`src/rtl/bmd_64_tx_engine.sv`:
```
// rtl/bmd_64_tx_engine.sv - 64-bit TRN completer TX engine for 1DW MemRd32 CplD
// Reads one DW from endpoint memory and returns it as a 3DW-header CplD over two QWs.

module bmd_64_tx_engine #(
  parameter int RD_LATENCY = 2
) (
  input  logic        clk,
  input  logic        rst,
  input  logic        init_rst_i,
  input  logic        req_compl_i,
  output logic        compl_done_o,
  input  logic [2:0]  req_tc_i,
  input  logic        req_td_i,
  input  logic        req_ep_i,
  input  logic [1:0]  req_attr_i,
  input  logic [9:0]  req_len_i,
  input  logic [15:0] req_rid_i,
  input  logic [7:0]  req_tag_i,
  input  logic [7:0]  req_be_i,
  input  logic [10:0] req_addr_i,
  input  logic [15:0] completer_id_i,
  output logic [10:0] rd_addr_o,
  output logic [3:0]  rd_be_o,
  input  logic [31:0] rd_data_i,
  output logic [63:0] trn_td,
  output logic [7:0]  trn_trem_n,
  output logic        trn_tsof_n,
  output logic        trn_teof_n,
  output logic        trn_tsrc_rdy_n,
  input  logic        trn_tdst_rdy_n,
  input  logic        trn_tbuf_av
);

  typedef enum logic [2:0] {
    ST_IDLE,
    ST_RD_WAIT,
    ST_QW0,
    ST_QW1,
    ST_DONE
  } state_e;

  localparam logic [2:0] LAT = 3'(RD_LATENCY);

  state_e      state_q, state_d;
  logic [2:0]  cnt_q, cnt_d;
  logic [2:0]  tc_q, tc_d;
  logic        td_q, td_d;
  logic        ep_q, ep_d;
  logic [1:0]  attr_q, attr_d;
  logic [9:0]  len_q, len_d;
  logic [15:0] rid_q, rid_d;
  logic [7:0]  tag_q, tag_d;
  logic [15:0] cid_q, cid_d;
  logic [10:0] rd_addr_q, rd_addr_d;
  logic [3:0]  rd_be_q, rd_be_d;
  logic [31:0] rd_data_q, rd_data_d;
  logic [63:0] trn_td_q, trn_td_d;
  logic        sof_n_q, sof_n_d;
  logic        eof_n_q, eof_n_d;
  logic        src_rdy_n_q, src_rdy_n_d;
  logic        compl_done_q, compl_done_d;

  logic [11:0] byte_cnt;
  logic [1:0]  lo_off;
  logic [63:0] qw0, qw1;
  logic        xfer;
  logic        unused_last_be;

  // Last BE is always zero for a 1DW read and carries no information here.
  assign unused_last_be = ^req_be_i[7:4];

  always_comb begin
    byte_cnt = 12'd1;
    casez (rd_be_q)
      4'b1??1:                   byte_cnt = 12'd4;
      4'b01?1, 4'b1?10:          byte_cnt = 12'd3;
      4'b0011, 4'b0110, 4'b1100: byte_cnt = 12'd2;
      default:                   byte_cnt = 12'd1;
    endcase
    lo_off = 2'b00;
    casez (rd_be_q)
      4'b???1, 4'b0000: lo_off = 2'b00;
      4'b??10:          lo_off = 2'b01;
      4'b?100:          lo_off = 2'b10;
      default:          lo_off = 2'b11;
    endcase
  end

  assign qw0 = {1'b0, 2'b10, 5'b01010, 1'b0, tc_q, 4'b0000,
                td_q, ep_q, attr_q, 2'b00, len_q,
                cid_q, 3'b000, 1'b0, byte_cnt};
  assign qw1 = {rid_q, tag_q, 1'b0, rd_addr_q[4:0], lo_off, rd_data_q};

  assign xfer = !src_rdy_n_q && !trn_tdst_rdy_n;

  always_comb begin
    state_d      = state_q;
    cnt_d        = cnt_q;
    tc_d         = tc_q;
    td_d         = td_q;
    ep_d         = ep_q;
    attr_d       = attr_q;
    len_d        = len_q;
    rid_d        = rid_q;
    tag_d        = tag_q;
    cid_d        = cid_q;
    rd_addr_d    = rd_addr_q;
    rd_be_d      = rd_be_q;
    rd_data_d    = rd_data_q;
    trn_td_d     = trn_td_q;
    sof_n_d      = sof_n_q;
    eof_n_d      = eof_n_q;
    src_rdy_n_d  = src_rdy_n_q;
    compl_done_d = 1'b0;

    case (state_q)
      ST_IDLE: begin
        if (req_compl_i && !init_rst_i) begin
          tc_d      = req_tc_i;
          td_d      = req_td_i;
          ep_d      = req_ep_i;
          attr_d    = req_attr_i;
          len_d     = req_len_i;
          rid_d     = req_rid_i;
          tag_d     = req_tag_i;
          cid_d     = completer_id_i;
          rd_addr_d = req_addr_i;
          rd_be_d   = req_be_i[3:0];
          cnt_d     = LAT;
          state_d   = ST_RD_WAIT;
        end
      end
      ST_RD_WAIT: begin
        if (init_rst_i) begin
          state_d = ST_IDLE;
        end else if (cnt_q != 3'd0) begin
          cnt_d = cnt_q - 3'd1;
        end else begin
          // Keep re-latching while waiting for credit; the address is stable.
          rd_data_d = rd_data_i;
          if (trn_tbuf_av) begin
            trn_td_d    = qw0;
            sof_n_d     = 1'b0;
            src_rdy_n_d = 1'b0;
            state_d     = ST_QW0;
          end
        end
      end
      ST_QW0: begin
        if (xfer) begin
          trn_td_d = qw1;
          sof_n_d  = 1'b1;
          eof_n_d  = 1'b0;
          state_d  = ST_QW1;
        end
      end
      ST_QW1: begin
        if (xfer) begin
          src_rdy_n_d  = 1'b1;
          eof_n_d      = 1'b1;
          compl_done_d = 1'b1;
          state_d      = ST_DONE;
        end
      end
      ST_DONE: begin
        state_d = ST_IDLE;
      end
      default: begin
        state_d = ST_IDLE;
      end
    endcase
  end

  always_ff @(posedge clk or posedge rst) begin
    if (rst) begin
      state_q      <= ST_IDLE;
      cnt_q        <= 3'd0;
      tc_q         <= 3'd0;
      td_q         <= 1'b0;
      ep_q         <= 1'b0;
      attr_q       <= 2'd0;
      len_q        <= 10'd0;
      rid_q        <= 16'd0;
      tag_q        <= 8'd0;
      cid_q        <= 16'd0;
      rd_addr_q    <= 11'd0;
      rd_be_q      <= 4'd0;
      rd_data_q    <= 32'd0;
      trn_td_q     <= 64'd0;
      sof_n_q      <= 1'b1;
      eof_n_q      <= 1'b1;
      src_rdy_n_q  <= 1'b1;
      compl_done_q <= 1'b0;
    end else begin
      state_q      <= state_d;
      cnt_q        <= cnt_d;
      tc_q         <= tc_d;
      td_q         <= td_d;
      ep_q         <= ep_d;
      attr_q       <= attr_d;
      len_q        <= len_d;
      rid_q        <= rid_d;
      tag_q        <= tag_d;
      cid_q        <= cid_d;
      rd_addr_q    <= rd_addr_d;
      rd_be_q      <= rd_be_d;
      rd_data_q    <= rd_data_d;
      trn_td_q     <= trn_td_d;
      sof_n_q      <= sof_n_d;
      eof_n_q      <= eof_n_d;
      src_rdy_n_q  <= src_rdy_n_d;
      compl_done_q <= compl_done_d;
    end
  end

  assign compl_done_o   = compl_done_q;
  assign rd_addr_o      = rd_addr_q;
  assign rd_be_o        = rd_be_q;
  assign trn_td         = trn_td_q;
  assign trn_trem_n     = 8'h00;
  assign trn_tsof_n     = sof_n_q;
  assign trn_teof_n     = eof_n_q;
  assign trn_tsrc_rdy_n = src_rdy_n_q;

endmodule

```
`config.mk`:
```
export PLATFORM = sky130hd
export DESIGN_NAME = bmd_64_tx_engine
export DESIGN_NICKNAME = d
export VERILOG_FILES = /design/src/rtl/bmd_64_tx_engine.sv
export SDC_FILE = /design/constraint.sdc
export NUM_CORES = 1
export LEC_CHECK = 0
export CORE_MARGIN = 3
export CORE_UTILIZATION = 49
export CTS_CLUSTER_DIAMETER = 100
export CTS_CLUSTER_SIZE = 8
export DETAILED_ROUTE_END_ITERATION = 10
export PLACE_DENSITY = 0.81
export SLEW_MARGIN = 25
export SYNTH_ARGS = -nofsm -noshare
export SYNTH_HDL_FRONTEND = slang
export SYNTH_SLANG_ARGS = --single-unit
```
`constraint.sdc`:
```
create_clock -name clk -period 6.23 [get_ports clk]
set_input_delay 0.623 -clock clk [delete_from_list [all_inputs] [get_ports clk]]
set_output_delay 0.623 -clock clk [all_outputs]
set_load 0.01 [all_outputs]
```
==> summary.md <==
| Metric | Value |
|---|---|
| Pleak | `4.45 nW` |
| Post-synthesis sequential area ratio | `roughly 58%` |
| Synth cell types | `between 40 and 50` |
| Row count | `45` |
| Initial Util | `about 50%` |
| Setup crit start | `state_q[1]$_DFFE_PP0P_` |
| Initial antenna violation count | `0` |
| Setup_tns | `0 ns` |
| Dpl hpwl | `11700 um` |
| Root Buffer | `clkbuf_16` |
| Largest net degree at the start of global routing | `about 130` |
| Worst reg-to-reg path cell count | `4` |
| Gr usage total | `roughly a fifth` |
| Boundary pin count | `205` |
| Post-synth EDFFs | `0` |
| Worst endpoint data arrival time | `3.34 ns` |
| Placed Area | `between 9000 and 10000 sq um` |
| Post-cts resize count | `0` |
| #FFs+latches synth | `~180` |
| Synth Cell Area | `between 7000 and 8000 sq um` |
| Sw Pwr | `between 1 and 1.5 mW` |
| Hold_sp | `rd_data_q[20]$_DFFE_PP0P_` |
| Critical path class | `reg -> reg` |
| Critical path's slowest cell | `or3b_2` |
| First-pass GRT wire length | `between 20000 and 30000 um` |
| Fin. Hold Viols | `0` |
| Number of port buffers | `192` |
| CTS clock-pin slew for the worst setup and hold paths | `0.06 ns` |
| CP Launch Type | `flop` |
| Via-to-Cell Ratio | `approximately 5` |
| CTS H-Tree Depth | `4` |
| Nets | `~840` |
| Crit share post-route | `between 40% and 50%` |
| Crit-path max cell delay | `0.80 ns` |
| Post-CTS setup buffers | `0` |
| Synth warn | `0` |
| R2r startpoint | `state_q[1]$_DFFE_PP0P_` |
| Worst-Margin Slew | `about 1.0 ns` |
| Core area | `15300 sq um` |
| Post-route minimum period | `a little over 3 ns` |
| CP Cell Sequence | `or3b_2 > o22ai_4 > buf_12 > mux2_2` |
| Starting DRT DRC Count | `roughly 220` |
| Horiz. Die Dim | `approximately 130 um` |
| Worst path required time | `around 6.5 ns` |
| Reg power frac | `around 40%` |
| Ys async rst share | `100%` |
| Total Die Area | `about 17000 sq um` |
| Post-Syn Instances | `542` |
| WHS Path Cells | `1` |
| Avg Cell Area, Syn | `roughly 14 sq um` |
| Hold-fix buffers, CTS | `0` |
| Post-route cell area | `approximately 10000 sq um` |
| Clk_lat worst skew | `0.42 ns` |
| RSZ-0062 raised after global routing | `false` |
| Die height | `about 130 um` |
| CTS Buf Count | `17` |
| Share of total power in combinational logic | `~37%` |
| Max cap viols | `0` |
| GPL Wtd Cong | `roughly 0.78` |
| Max Fclk | `around 0.33 GHz` |
| Max IR drop VDD | `~240 uV` |
| Crit path capture type | `flop` |
| Final setup fails | `0` |
| Ys flop type | `dfrtp_1` |
| Relative slew slack | `33.4%` |
| Fraction of layout cells with a size suffix above 1 | `roughly 29%` |
| Clock skew | `0.00951 ns` |
| Wire per inst | `about 18 um` |
| Maximum clock insertion buffer count | `2` |
| Final ANT Viol Nets | `0` |
| P_int | `approximately 3.6 mW` |
| CTS tree | `yes` |
| DR pass1 iterations | `4` |
| Pwr/cell area | `a little under 500 nW/um^2` |
| CTS Sinks | `between 150 and 200` |
| Detailed-route via count | `between 4k and 5k` |
| Area Growth Syn to Fin | `34.4%` |
| Pins Over Slew Limit | `0` |
| Diodes inserted | `0` |
| Total wire length | `17400 um` |
| Congestion Overflow GR | `0` |
| Vias in the first global route | `approximately 5.5k` |
| Number of remaining DRC errors | `0` |
| Clock share of power | `roughly 23%` |
| Crit path max fanout | `a little under 50` |
| Hold crit path type | `reg -> reg` |
| Switch share | `between 20% and 30%` |
| Status | `finished, final reports clean` |
power by group through the flow:
stage	Combinational, mW	Clock, mW	Sequential [mW]
finish	1.86	1.16	2.04
global route	2.00	1.22	2.12
CTS	1.88	1.18	2.05
detailed placement	1.86	0	2.06
global placement	1.79	0	2.01
floorplan	0.986	0	2.09
worst max-delay path, delay by kind of cell (launching register included):
family | cells | cell delay (ns)
compound gates | 1 | 0.71
buf+inv | 1 | 0.42
flops | 1 | 0.58
mux | 1 | 0.38
simple gates | 1 | 0.80
stage by stage:
| step | setup WS, ns | power [mW] | cells | util, % | hold WS (ns) |
|---|---|---|---|---|---|
| 5_1_grt | 3.04 | 5.34 | 951 | 67.6 | 0.515 |
| 3_3_place_gp | 2.97 | 3.80 | 919 | 63.4 | 0.482 |
| 2_1_floorplan | 0.782 | 3.08 | 549 | - | 0.470 |
| 4_1_cts | 3.18 | 5.11 | 951 | 67.6 | 0.506 |
| 3_5_place_dp | 2.96 | 3.92 | 919 | 63.4 | 0.492 |
| 6_report | 3.19 | 5.06 | 951 | 67.6 | 0.500 |
layer usage:
layer	vias up	part of all wire [%]	global-route usage, %
li1	2219	-	-
met1	2498	41	25.6
met2	153	52	35.9
met3	16	6.1	5.86
met4	0	1.1	6.65
met5	-	0	0
synth_stat cells, types with 2 or more instances:
| library cell | n | area (sq um) |
|---|---|---|
| dfrtp_1 | 175 | 4380 |
| mux2_2 | 140 | 1580 |
| nand2_1 | 37 | 139 |
| inv_1 | 36 | 135 |
| mux2i_1 | 29 | 290 |
| mux2_4 | 26 | 390 |
| buf_2 | 11 | 55.1 |
| nor2_1 | 10 | 37.5 |
| buf_4 | 8 | 60.1 |
| clkbuf_1 | 7 | 26.3 |
| buf_6 | 6 | 67.6 |
| a31oi_1 | 5 | 31.3 |
| a221oi_1 | 4 | 35.0 |
| and2_1 | 3 | 18.8 |
| buf_12 | 3 | 60.1 |
| dfstp_2 | 3 | 78.8 |
| a21boi_0 | 2 | 15.0 |
| a22o_1 | 2 | 17.5 |
| ha_1 | 2 | 25.0 |
| nand2b_1 | 2 | 12.5 |
| nor2b_1 | 2 | 12.5 |
| o211ai_1 | 2 | 15.0 |
| o21ai_0 | 2 | 10.0 |
state kept, by name, indices dropped and copies added, names as in the netlist, 2 cells and up:
register	cells
cnt_q	3
rd_addr_o	11
rid_q	16
attr_q	2
tc_q	3
tag_q	8
rd_be_o	4
len_q	10
cid_q	16
trn_td	64
rd_data_q	32
state_q	3
path summary, 6_finish.rpt:
| check | endpoint | slack (ns) |
|---|---|---|
| worst max register to register | trn_td[52]$_DFFE_PP0P_ | 3.19 |
| worst min register to register | rd_data_q[20]$_DFFE_PP0P_ | 0.50 |
| worst min-delay path | rd_data_q[20]$_DFFE_PP0P_ | 0.50 |
| min in group asynchronous | rd_data_q[12]$_DFFE_PP0P_ | 0.80 |
| worst max-delay path | trn_td[52]$_DFFE_PP0P_ | 3.19 |
| max in group asynchronous | trn_td[57]$_DFFE_PP0P_ | 4.20 |
final cells by class:
class                      count  area (sq um)
timing repair buffer         196          1960
inverter                      36           143
clock inverter                11           184
sequential                   178          4460
multi-input combinational    298          2880
clock buffer                  21           460
tap                          211           264
fill                        1096          4960
cells by family after synthesis:
| family | Yosys count | share of synthesized area (%) |
|---|---|---|
| mux | 195 | 29.3 |
| flops | 178 | 57.9 |
| buf+inv | 73 | 5.36 |
| simple gates | 66 | 4.31 |
| compound gates | 27 | 2.75 |
| fa+ha+maj | 2 | 0.325 |
| other cells | 1 | 0.0487 |
cell usage in the layout, fill, tap and decap left out, types with 2 or more instances in the layout:
cell type,netlist,routed
or3b_2,1,2
dfstp_2,3,3
nand2b_1,2,2
a221oi_1,4,4
a22o_1,2,2
nor2_1,10,10
o211ai_1,2,2
nand2_1,37,36
mux2_4,26,26
a31oi_1,5,5
mux2i_1,29,29
conb_1,1,8
clkinv_2,0,5
buf_4,8,3
inv_1,36,35
bufinv_16,0,5
nor2b_1,2,2
clkbuf_8,0,2
clkdlybuf4s50_1,0,192
and2_1,3,3
dfrtp_1,175,175
o21ai_0,2,2
a21boi_0,2,2
clkbuf_1,7,2
clkbuf_16,0,17
ha_1,2,2
mux2_2,140,140
No activity file was read; power rests on OpenSTA's default activity.
